$ cat config.mk
export PLATFORM = sky130hd
export DESIGN_NAME = servo_pwm_gen
export DESIGN_NICKNAME = d
export VERILOG_FILES = /design/src/rtl/kovan_cmd_pkg.sv /design/src/rtl/servo_pwm_chan.sv /design/src/rtl/servo_pwm_gen.sv
export SDC_FILE = /design/constraint.sdc
export NUM_CORES = 1
export LEC_CHECK = 0
export BUFFER_PORTS_ARGS = -buffer_cell sky130_fd_sc_hd__buf_4
export CAP_MARGIN = 0
export CORE_AREA = 2 2 172 174
export CTS_BUF_LIST = sky130_fd_sc_hd__clkbuf_8 sky130_fd_sc_hd__clkbuf_16
export CTS_CLUSTER_SIZE = 30
export DETAILED_ROUTE_END_ITERATION = 10
export DIE_AREA = 0 0 174 176
export PLACE_DENSITY = 0.43
export SETUP_SLACK_MARGIN = 0.1
export SYNTH_ARGS = -nofsm -noshare
export SYNTH_HDL_FRONTEND = slang
export SYNTH_SLANG_ARGS = --single-unit
$ cat constraint.sdc
create_clock -name SYS_CLK -period 5.5 [get_ports SYS_CLK]
set_input_delay 0.275 -clock SYS_CLK [delete_from_list [all_inputs] [get_ports SYS_CLK]]
set_output_delay 0.275 -clock SYS_CLK [all_outputs]
set_load 0.05 [all_outputs]
$ cat src/rtl/kovan_cmd_pkg.sv
// Shared command-map definitions for the Kovan servo path.
// Holds the servo word width, the reset/clamp constants, the channel count
// and the command-register slot numbers that feed servo_pwm_gen.
// No ports (package).
package kovan_cmd_pkg;

  localparam int NUM_CH = 4;
  localparam int CNT_W  = 16;

  localparam logic [CNT_W-1:0] DEFAULT_PERIOD = 16'd20000;
  localparam logic [CNT_W-1:0] MIN_PULSE      = 16'd500;
  localparam logic [CNT_W-1:0] MAX_PULSE      = 16'd2500;

  // Command register word indices for the servo block.
  typedef enum logic [4:0] {
    CMD_SLOT_SERVO_PERIOD = 5'd24,
    CMD_SLOT_SERVO_PULSE0 = 5'd25,
    CMD_SLOT_SERVO_PULSE1 = 5'd26,
    CMD_SLOT_SERVO_PULSE2 = 5'd27,
    CMD_SLOT_SERVO_PULSE3 = 5'd28,
    CMD_SLOT_SERVO_ENABLE = 5'd29
  } servo_slot_e;

endpackage

$ cat src/rtl/servo_pwm_chan.sv
// One servo PWM channel.
// Holds the shadow pulse width and enable, the clamp logic applied when the
// shadow is loaded, the frame-counter comparator and the output register.
// Ports:
//   SYS_CLK, RST_N  clock, asynchronous active-low reset
//   i_load          shadow load strobe from the top-level timebase
//   i_run           latched period is usable (>=2); outputs forced low otherwise
//   i_cnt           shared frame counter
//   i_cmd_pulse     requested pulse width, ticks
//   i_cmd_en        requested channel enable
//   o_servo         registered PWM output
//   o_clamp         shadow pulse was clamped at the last load
module servo_pwm_chan
  import kovan_cmd_pkg::*;
#(
  parameter int               CNT_W     = kovan_cmd_pkg::CNT_W,
  parameter logic [CNT_W-1:0] MIN_PULSE = CNT_W'(kovan_cmd_pkg::MIN_PULSE),
  parameter logic [CNT_W-1:0] MAX_PULSE = CNT_W'(kovan_cmd_pkg::MAX_PULSE)
) (
  input  logic             SYS_CLK,
  input  logic             RST_N,
  input  logic             i_load,
  input  logic             i_run,
  input  logic [CNT_W-1:0] i_cnt,
  input  logic [CNT_W-1:0] i_cmd_pulse,
  input  logic             i_cmd_en,
  output logic             o_servo,
  output logic             o_clamp
);

  logic [CNT_W-1:0] r_pul_sh;
  logic             r_en_sh;
  logic             r_servo;
  logic             r_clamp;
  logic [CNT_W:0]   w_clamped;

  // Returns {clamped_flag, width}. Zero is an explicit "off" and is not clamped.
  function automatic logic [CNT_W:0] clamp_pulse(input logic [CNT_W-1:0] p);
    if (p == '0)
      return {1'b0, p};
    else if (p < MIN_PULSE)
      return {1'b1, MIN_PULSE};
    else if (p > MAX_PULSE)
      return {1'b1, MAX_PULSE};
    else
      return {1'b0, p};
  endfunction

  assign w_clamped = clamp_pulse(i_cmd_pulse);

  always_ff @(posedge SYS_CLK or negedge RST_N) begin
    if (!RST_N) begin
      r_pul_sh <= '0;
      r_en_sh  <= 1'b0;
      r_clamp  <= 1'b0;
      r_servo  <= 1'b0;
    end else begin
      if (i_load) begin
        r_pul_sh <= w_clamped[CNT_W-1:0];
        r_en_sh  <= i_cmd_en;
        r_clamp  <= w_clamped[CNT_W];
      end
      // A width >= period keeps the comparison true for every count, so the
      // output stays high across the wrap with no gap.
      r_servo <= i_run && r_en_sh && (i_cnt < r_pul_sh);
    end
  end

  assign o_servo = r_servo;
  assign o_clamp = r_clamp;

endmodule

$ cat src/rtl/servo_pwm_gen.sv
// Multi-channel servo pulse generator.
// A prescaler divides SYS_CLK into timebase ticks; a frame counter runs over
// the latched period; per-channel shadows are reloaded only at frame
// boundaries so command changes never disturb a pulse in progress.
// Ports:
//   SYS_CLK     system clock (rising edge)
//   RST_N       asynchronous active-low reset
//   CMD_PERIOD  requested frame period, ticks
//   CMD_PULSE   packed pulse widths, ch i = [i*CNT_W +: CNT_W]
//   CMD_ENABLE  per-channel enable
//   SERVO_OUT   PWM outputs, active high
//   FRAME_TICK  one-cycle pulse after each frame wrap
//   CLAMP_FLAG  ch i pulse was clamped at the last shadow load
module servo_pwm_gen
  import kovan_cmd_pkg::*;
#(
  parameter int               NUM_CH         = kovan_cmd_pkg::NUM_CH,
  parameter int               PRESCALE       = 48,
  parameter int               CNT_W          = kovan_cmd_pkg::CNT_W,
  parameter logic [CNT_W-1:0] MIN_PULSE      = CNT_W'(kovan_cmd_pkg::MIN_PULSE),
  parameter logic [CNT_W-1:0] MAX_PULSE      = CNT_W'(kovan_cmd_pkg::MAX_PULSE),
  parameter logic [CNT_W-1:0] DEFAULT_PERIOD = CNT_W'(kovan_cmd_pkg::DEFAULT_PERIOD)
) (
  input  logic                    SYS_CLK,
  input  logic                    RST_N,
  input  logic [CNT_W-1:0]        CMD_PERIOD,
  input  logic [NUM_CH*CNT_W-1:0] CMD_PULSE,
  input  logic [NUM_CH-1:0]       CMD_ENABLE,
  output logic [NUM_CH-1:0]       SERVO_OUT,
  output logic                    FRAME_TICK,
  output logic [NUM_CH-1:0]       CLAMP_FLAG
);

  localparam int               PRE_W    = (PRESCALE > 1) ? $clog2(PRESCALE) : 1;
  localparam logic [PRE_W-1:0] PRE_LAST = PRE_W'(PRESCALE - 1);

  logic [PRE_W-1:0] r_pre;
  logic [CNT_W-1:0] r_cnt;
  logic [CNT_W-1:0] r_per_sh;
  logic             r_first;
  logic             r_frame_tick;

  logic w_tick;
  logic w_run;
  logic w_wrap;
  logic w_load;

  assign w_tick = (r_pre == PRE_LAST);
  // Periods of 0 or 1 park the counter and silence the outputs.
  assign w_run  = (r_per_sh >= CNT_W'(2));
  assign w_wrap = w_tick && w_run && (r_cnt == (r_per_sh - CNT_W'(1)));
  // Reload on the first tick after reset, on every wrap, and on every tick
  // while parked so a usable period is picked up as soon as it appears.
  assign w_load = w_tick && (r_first || !w_run || w_wrap);

  always_ff @(posedge SYS_CLK or negedge RST_N) begin
    if (!RST_N) begin
      r_pre        <= '0;
      r_cnt        <= '0;
      r_per_sh     <= DEFAULT_PERIOD;
      r_first      <= 1'b1;
      r_frame_tick <= 1'b0;
    end else begin
      r_frame_tick <= w_wrap;
      r_pre        <= w_tick ? '0 : r_pre + 1'b1;
      if (w_tick) begin
        if (w_load) begin
          r_per_sh <= CMD_PERIOD;
          r_first  <= 1'b0;
        end
        // The first load after reset starts a fresh frame at count 0.
        if (r_first || !w_run || w_wrap)
          r_cnt <= '0;
        else
          r_cnt <= r_cnt + CNT_W'(1);
      end
    end
  end

  assign FRAME_TICK = r_frame_tick;

  for (genvar g = 0; g < NUM_CH; g++) begin : g_chan
    servo_pwm_chan #(
      .CNT_W     (CNT_W),
      .MIN_PULSE (MIN_PULSE),
      .MAX_PULSE (MAX_PULSE)
    ) u_chan (
      .SYS_CLK     (SYS_CLK),
      .RST_N       (RST_N),
      .i_load      (w_load),
      .i_run       (w_run),
      .i_cnt       (r_cnt),
      .i_cmd_pulse (CMD_PULSE[g*CNT_W +: CNT_W]),
      .i_cmd_en    (CMD_ENABLE[g]),
      .o_servo     (SERVO_OUT[g]),
      .o_clamp     (CLAMP_FLAG[g])
    );
  end

endmodule

Yosys cells after proc, flatten, opt, wreduce, memory -nomap -nowiden. Index checks and enable logic that the tools add are counted.

Add/sub/neg operators: 3. $lt $le $gt $ge: 13. Reduce and logical (&&, ||, !) cells: 19. Eq/ne operators: 2. Muxes and demuxes: 14.

Operators with widths (count): $mux 17 (12); $gt 16x12->1 const B (4); $logic_not 16->1 (4); $lt 16x16->1 (4); $lt 16x9->1 const B (4); $add 16x1->16 const B (1); $eq 16x16->1 (1); $ge 16x2->1 const B (1); $mux 16 (1); $sub 16x1->16 const B (1); $logic_and 1x1->1 (11); $add 6x1->6 const B (1); $eq 6x6->1 const B (1); $mux 6 (1); $logic_or 1x1->1 (2); $reduce_and 2->1 (1); $logic_not 1->1 (1).

Register bits after elaboration: 116. Word-level logic and storage cells: 72. Input bits: 86. Output and inout bits: 9.

Logic depth before layout (Yosys ltp).
Depth in word-level cells: 6. Depth in mapped cells: 12. Depth with buffers taken out: 10.

Cells and area by module. Synthesis repeated with hierarchy kept, for this count alone.

Cells, all modules: 730. Area total of the unflattened synthesis: 7104.3 um^2.

By module, submodules not included: servo_pwm_chan (cells each 125, area each 1182.4 um^2, instances 4, seq. area each 475.5 um^2); servo_pwm_gen (cells each 230, area each 2374.8 um^2, instances 1, seq. area each 1008.5 um^2).

Worst setup path after synthesis. OpenSTA, ideal clock, no wires.

Kind: reg2reg. Start point: reg r_per_sh[6]. End point: reg r_per_sh[12]. Period minus slack after synthesis: 3.095 ns. Arrival time: 2.970 ns. Slack: 2.405 ns. Library setup time: 0.125 ns. Path buffers: 2. Stages on the path, launching flop included: 11. Required time: 5.375 ns. Cells stage by stage: dfrtp_1 or4_1 buf_2 o31a_1 or3_1 a31o_2 a211oi_2 a21oi_2 nor2_2 buf_4 mux2_2.

Cells in the longest elaborated chain, start to end: 6. Elaborated cells between the ends (all ways): 10. Those cells by class: add/sub (1); order compare (1); eq/ne (1); reduce/logical (7).

RTL lines: start: declaration (RTL line servo_pwm_gen.sv:39) `logic [CNT_W-1:0] r_per_sh;`; start signal: assignment (RTL line servo_pwm_gen.sv:60) `r_per_sh <= DEFAULT_PERIOD;`; start signal: assignment (RTL line servo_pwm_gen.sv:68) `r_per_sh <= CMD_PERIOD;`; $sub 16x1->16 or $ge 16x2->1 (tied branches) (RTL line servo_pwm_gen.sv:51, servo_pwm_gen.sv:50); $eq 16x16->1 (tied with other cells) (RTL line servo_pwm_gen.sv:51) `assign w_wrap = w_tick && w_run && (r_cnt == (r_per_sh - CNT_W'(1)));`; $logic_and 1x1->1 or $logic_or 1x1->1 (tied branches) (RTL line servo_pwm_gen.sv:51, servo_pwm_gen.sv:54); $logic_or 1x1->1 (*) (RTL line servo_pwm_gen.sv:54) `assign w_load = w_tick && (r_first || !w_run || w_wrap);`; $logic_and 1x1->1 (*) (RTL line servo_pwm_gen.sv:54); $reduce_and 2->1 (no source line) (*).

Mark *: on every way between the ends. The rest lies on a longest branch, timed or not. A chain may end at the register's enable or synchronous reset.

Final worst setup path.
Start point: reg r_per_sh[0]. End point: reg g_chan[1].u_chan.r_pul_sh[5].

Cells in the longest elaborated chain, start to end: 5. Elaborated cells between the ends (all ways): 9. Those cells by class: add/sub (1); order compare (1); eq/ne (1); reduce/logical (6).

RTL lines: $sub 16x1->16 or $ge 16x2->1 (tied branches) (RTL line servo_pwm_gen.sv:51, servo_pwm_gen.sv:50); $eq 16x16->1 (tied with other cells) (RTL line servo_pwm_gen.sv:51); $logic_and 1x1->1 or $logic_or 1x1->1 (tied branches) (RTL line servo_pwm_gen.sv:51, servo_pwm_gen.sv:54); $logic_or 1x1->1 (*) (RTL line servo_pwm_gen.sv:54); $logic_and 1x1->1 (*) (RTL line servo_pwm_gen.sv:54); end signal: assignment (RTL line servo_pwm_chan.sv:59) `r_pul_sh <= w_clamped[CNT_W-1:0];`; end: declaration (RTL line servo_pwm_chan.sv:31) `logic [CNT_W-1:0] r_pul_sh;`.

Marks and branches as above.

==> results_dict.tcl <==
set metrics [dict create \
    status "completed" \
    die_y_um 176 \
    drt-pass1-iter-count 4 \
    n_antenna_cell 0 \
    grt_pass1_vias 5699 \
    fillers 3077 \
    synth.area.mux_share_pct 6.76 \
    num-nets-final 991 \
    rsz0062_at_grt "false" \
    hold_violations 0 \
    dieArea_um2 30600 \
    holdCritPathClass "input pin to flop" \
    finalSetupTns_ns 0 \
    crit_start "r_per_sh[0]" \
    syn_avg_cell_area_um2 9.48 \
    p_switching_uw 508 \
    fp-row-count 62 \
    fmax_mhz 269 \
    slew_violations 0 \
    grt_pass1_wl_um 31200 \
    fp.coreArea_um2 28500 \
    yosysSeqAreaShare_pct 40.8 \
    yosysWarningCount 0 \
    clock-sinks 116 \
    fin_area_um2 8790 \
    track_usage_pct 13.1 \
    p_leak_uw 0.00395 \
    cts_root_buf "clkbuf_16" \
    fin_crit_sh_pct 67.7 \
    initial_utilization_pct 25.0 \
    num_vias 5613 \
    synthCells 753 \
    clk_pin_slew_ns 0.06 \
    period_needed_ns 3.72 \
    grt_overflow 0 \
    r2r_start "r_per_sh[0]" \
    cp-start-kind "flop" \
    r2r_slack_ns 1.78 \
    crit_type "flop to flop" \
    portBuffers 94 \
    drc 0 \
    worst-slew-pin-transition_ns 0.835 \
    syn_to_final_growth_pct 23.1 \
    cp.required_ns 5.79 \
    cts_made_buffers 17 \
    r2r_end "g_chan[1].u_chan.r_pul_sh[5]" \
    layout_commonest_cell "dfrtp_1" \
    cts_resized 0 \
    final_cell_mix "dfrtp_1, buf_4, inv_1" \
    yosysTopAreaCell "dfrtp_1" \
    rr_worst_depth 12 \
    relSlewSlack_pct 43.8 \
    sw_frac_of_total_pct 24.3 \
    ir_worst_vdd_uv 170 \
    synth_top_family_by_area "simple AND/OR/NAND/NOR gates" \
    syn_area_um2 7140 \
    hpwl_um 13800 \
    internal_power_uw 1580 \
    wl_um 19200 \
    hold_ws_ns 0.0727 \
    synth_fa_ha_area_share_pct 11.2 \
    clkLatencyLatePin_ns 0.42 \
    routed_via_density 4.53 \
    cp_max_fo 31 \
    synth_top_area_share_pct 38.6 \
    synthXorXnorAreaFrac_pct 3.68 \
    synth-edff-count 0 \
    die_width_um 174 \
    synthArstFlopShare_pct 100 \
    ys.flop_type "dfrtp_1" \
    synth.ff_latch_count 116 \
    cellPowerDensity_nw_per_um2 238 \
    combPwrFrac_pct 6.9 \
    post_drt_wl_per_cell_um 15.5 \
    antenna_found_initial 0 \
    grt_max_degree 64 \
    drtAntennaViolNets 0 \
    power.total_uw 2090 \
    crit_chain "inv_1 > ha_1 > nor3b_1 > nor3b_1 > nor4b_1 > a311oi_1 > a211oi_2 > a21oi_2 > buf_4 > nand2b_1 > buf_4 > o21ai_0" \
    cts_tree "built" \
    routabilityCongestion 0.796 \
    cp-end-kind "flop" \
    drive_above_1_share_pct 20.0 \
    clockBufferDepth 2 \
    synth_compound_area_share_pct 13.2 \
    syn_nets 903 \
    dpl_cell_area_um2 8210 \
    io_pins 95 \
    cp_slowest_stage_delay_ns 0.63 \
    cap_violations 0 \
    endpoint "g_chan[1].u_chan.r_pul_sh[5]" \
    yosys.area_share.simple_pct 18.0 \
    synthTopCellsByArea "dfrtp_1, ha_1, o21ai_0, inv_1, nor2_1" \
    final-setup-viol-count 0 \
    drtIter0Drc 236 \
    p_clk_share_pct 50.8 \
    stdcell_count 1238 \
    finClkSkew_ns 0.0105 \
    htree_levels 4 \
    crit_arrival_ns 4.02 \
    post_synth_num_cell_types 56 \
    critical_path.slowest_cell "nor3b_1" \
    dp_cells 1205 \
    p_seq_share_pct 42.3 \
]
-- worst min-delay path by stage --
| stage | startpoint | endpoint | slack (ns) | depth (start not counted) |
|---|---|---|---|---|
| floorplan | RST_N | FRAME_TICK | -0.02 | 0 |
| global placement | RST_N | g_chan[0].u_chan.r_en_sh | 0.38 | 1 |
| detailed placement | RST_N | g_chan[0].u_chan.r_en_sh | 0.38 | 1 |
| CTS | CMD_PERIOD[15] | r_per_sh[15] | 0.05 | 2 |
| global route | CMD_PERIOD[15] | r_per_sh[15] | 0.06 | 2 |
| finish | CMD_PERIOD[15] | r_per_sh[15] | 0.07 | 2 |
-- cells by family after synthesis --
kind of cell / count (synthesis)
muxes: 45
buffers and inverters: 105
adders and majority gates: 64
xor gates and xnor gates: 30
DFF: 116
and+or+nand+nor: 237
AOI/OAI and AO/OA: 156
-- layout make-up --
| cell class | count | area (um^2) | share of cell area, % |
|---|---|---|---|
| inverters | 72 | 270 | 3.08 |
| clock buffers | 19 | 453 | 5.15 |
| clock inverters | 13 | 111 | 1.27 |
| well taps | 384 | 480 | 5.47 |
| multi-input cells | 532 | 3780 | 43.0 |
| flip-flops and latches | 116 | 2910 | 33.1 |
| repair buffers | 102 | 781 | 8.89 |
-- sequential cells by signal (all words and copies together), names as in the netlist --
register,count
r_first,1
g_chan.u_chan.o_servo,4
FRAME_TICK,1
g_chan.u_chan.r_en_sh,4
r_pre,6
r_per_sh,16
g_chan.u_chan.r_pul_sh,64
g_chan.u_chan.o_clamp,4
r_cnt,16
-- power by group through the flow --
stage	logic, uW	clock network, uW	registers (uW)
5_1_grt	161	1130	887
3_5_place_dp	146	0	899
2_1_floorplan	60.5	0	893
4_1_cts	147	1090	885
6_report	144	1060	884
3_3_place_gp	146	0	900
-- through the flow --
stage	setup WS (ns)	utilization [%]
2_1_floorplan	2.40	-
3_3_place_gp	1.80	28.8
3_5_place_dp	1.78	28.8
4_1_cts	1.76	30.8
5_1_grt	1.39	30.8
6_report	1.78	30.8
-- Yosys cell counts (all sizes together) (9+ instances only) --
cell type and instances:
a21o 13, a21oi 33, buf 18, clkbuf 15, dfrtp 110, ha 64
inv 72, mux2 26, mux2i 19, nand2 36, nand2b 9, nand3 14
nand4 18, nand4b 10, nor2 64, nor2b 17, nor3 11, nor4 13
o21ai 68, or3 12, or4 10, xnor2 12, xor2 18
-- routing by layer --
layer / wire [um] / vias to the layer above / track usage (%) / share of wire [%]
li1: - / 2843 / - / -
met1: 9350 / 2676 / 17.1 / 49
met2: 9190 / 78 / 22.1 / 48
met3: 491 / 16 / 2.61 / 2.6
met4: 207 / 0 / 3.33 / 1.1
met5: 0 / - / 0 / 0
-- worst max-delay path, delay by kind of cell, from the launching register on --
family / cells / cell delay [ns]
buffers and inverters: 3 / 0.76
DFF: 1 / 0.42
adders and majority gates: 1 / 0.20
and+or+nand+nor: 4 / 1.46
AOI/OAI and AO/OA: 4 / 0.76
-- what timing repair did --
item,in CTS,in global routing
hold endpoints to repair,51,0
hold buffers,1,0
setup buffers,0,0
No activity file was read; power rests on OpenSTA's default activity.
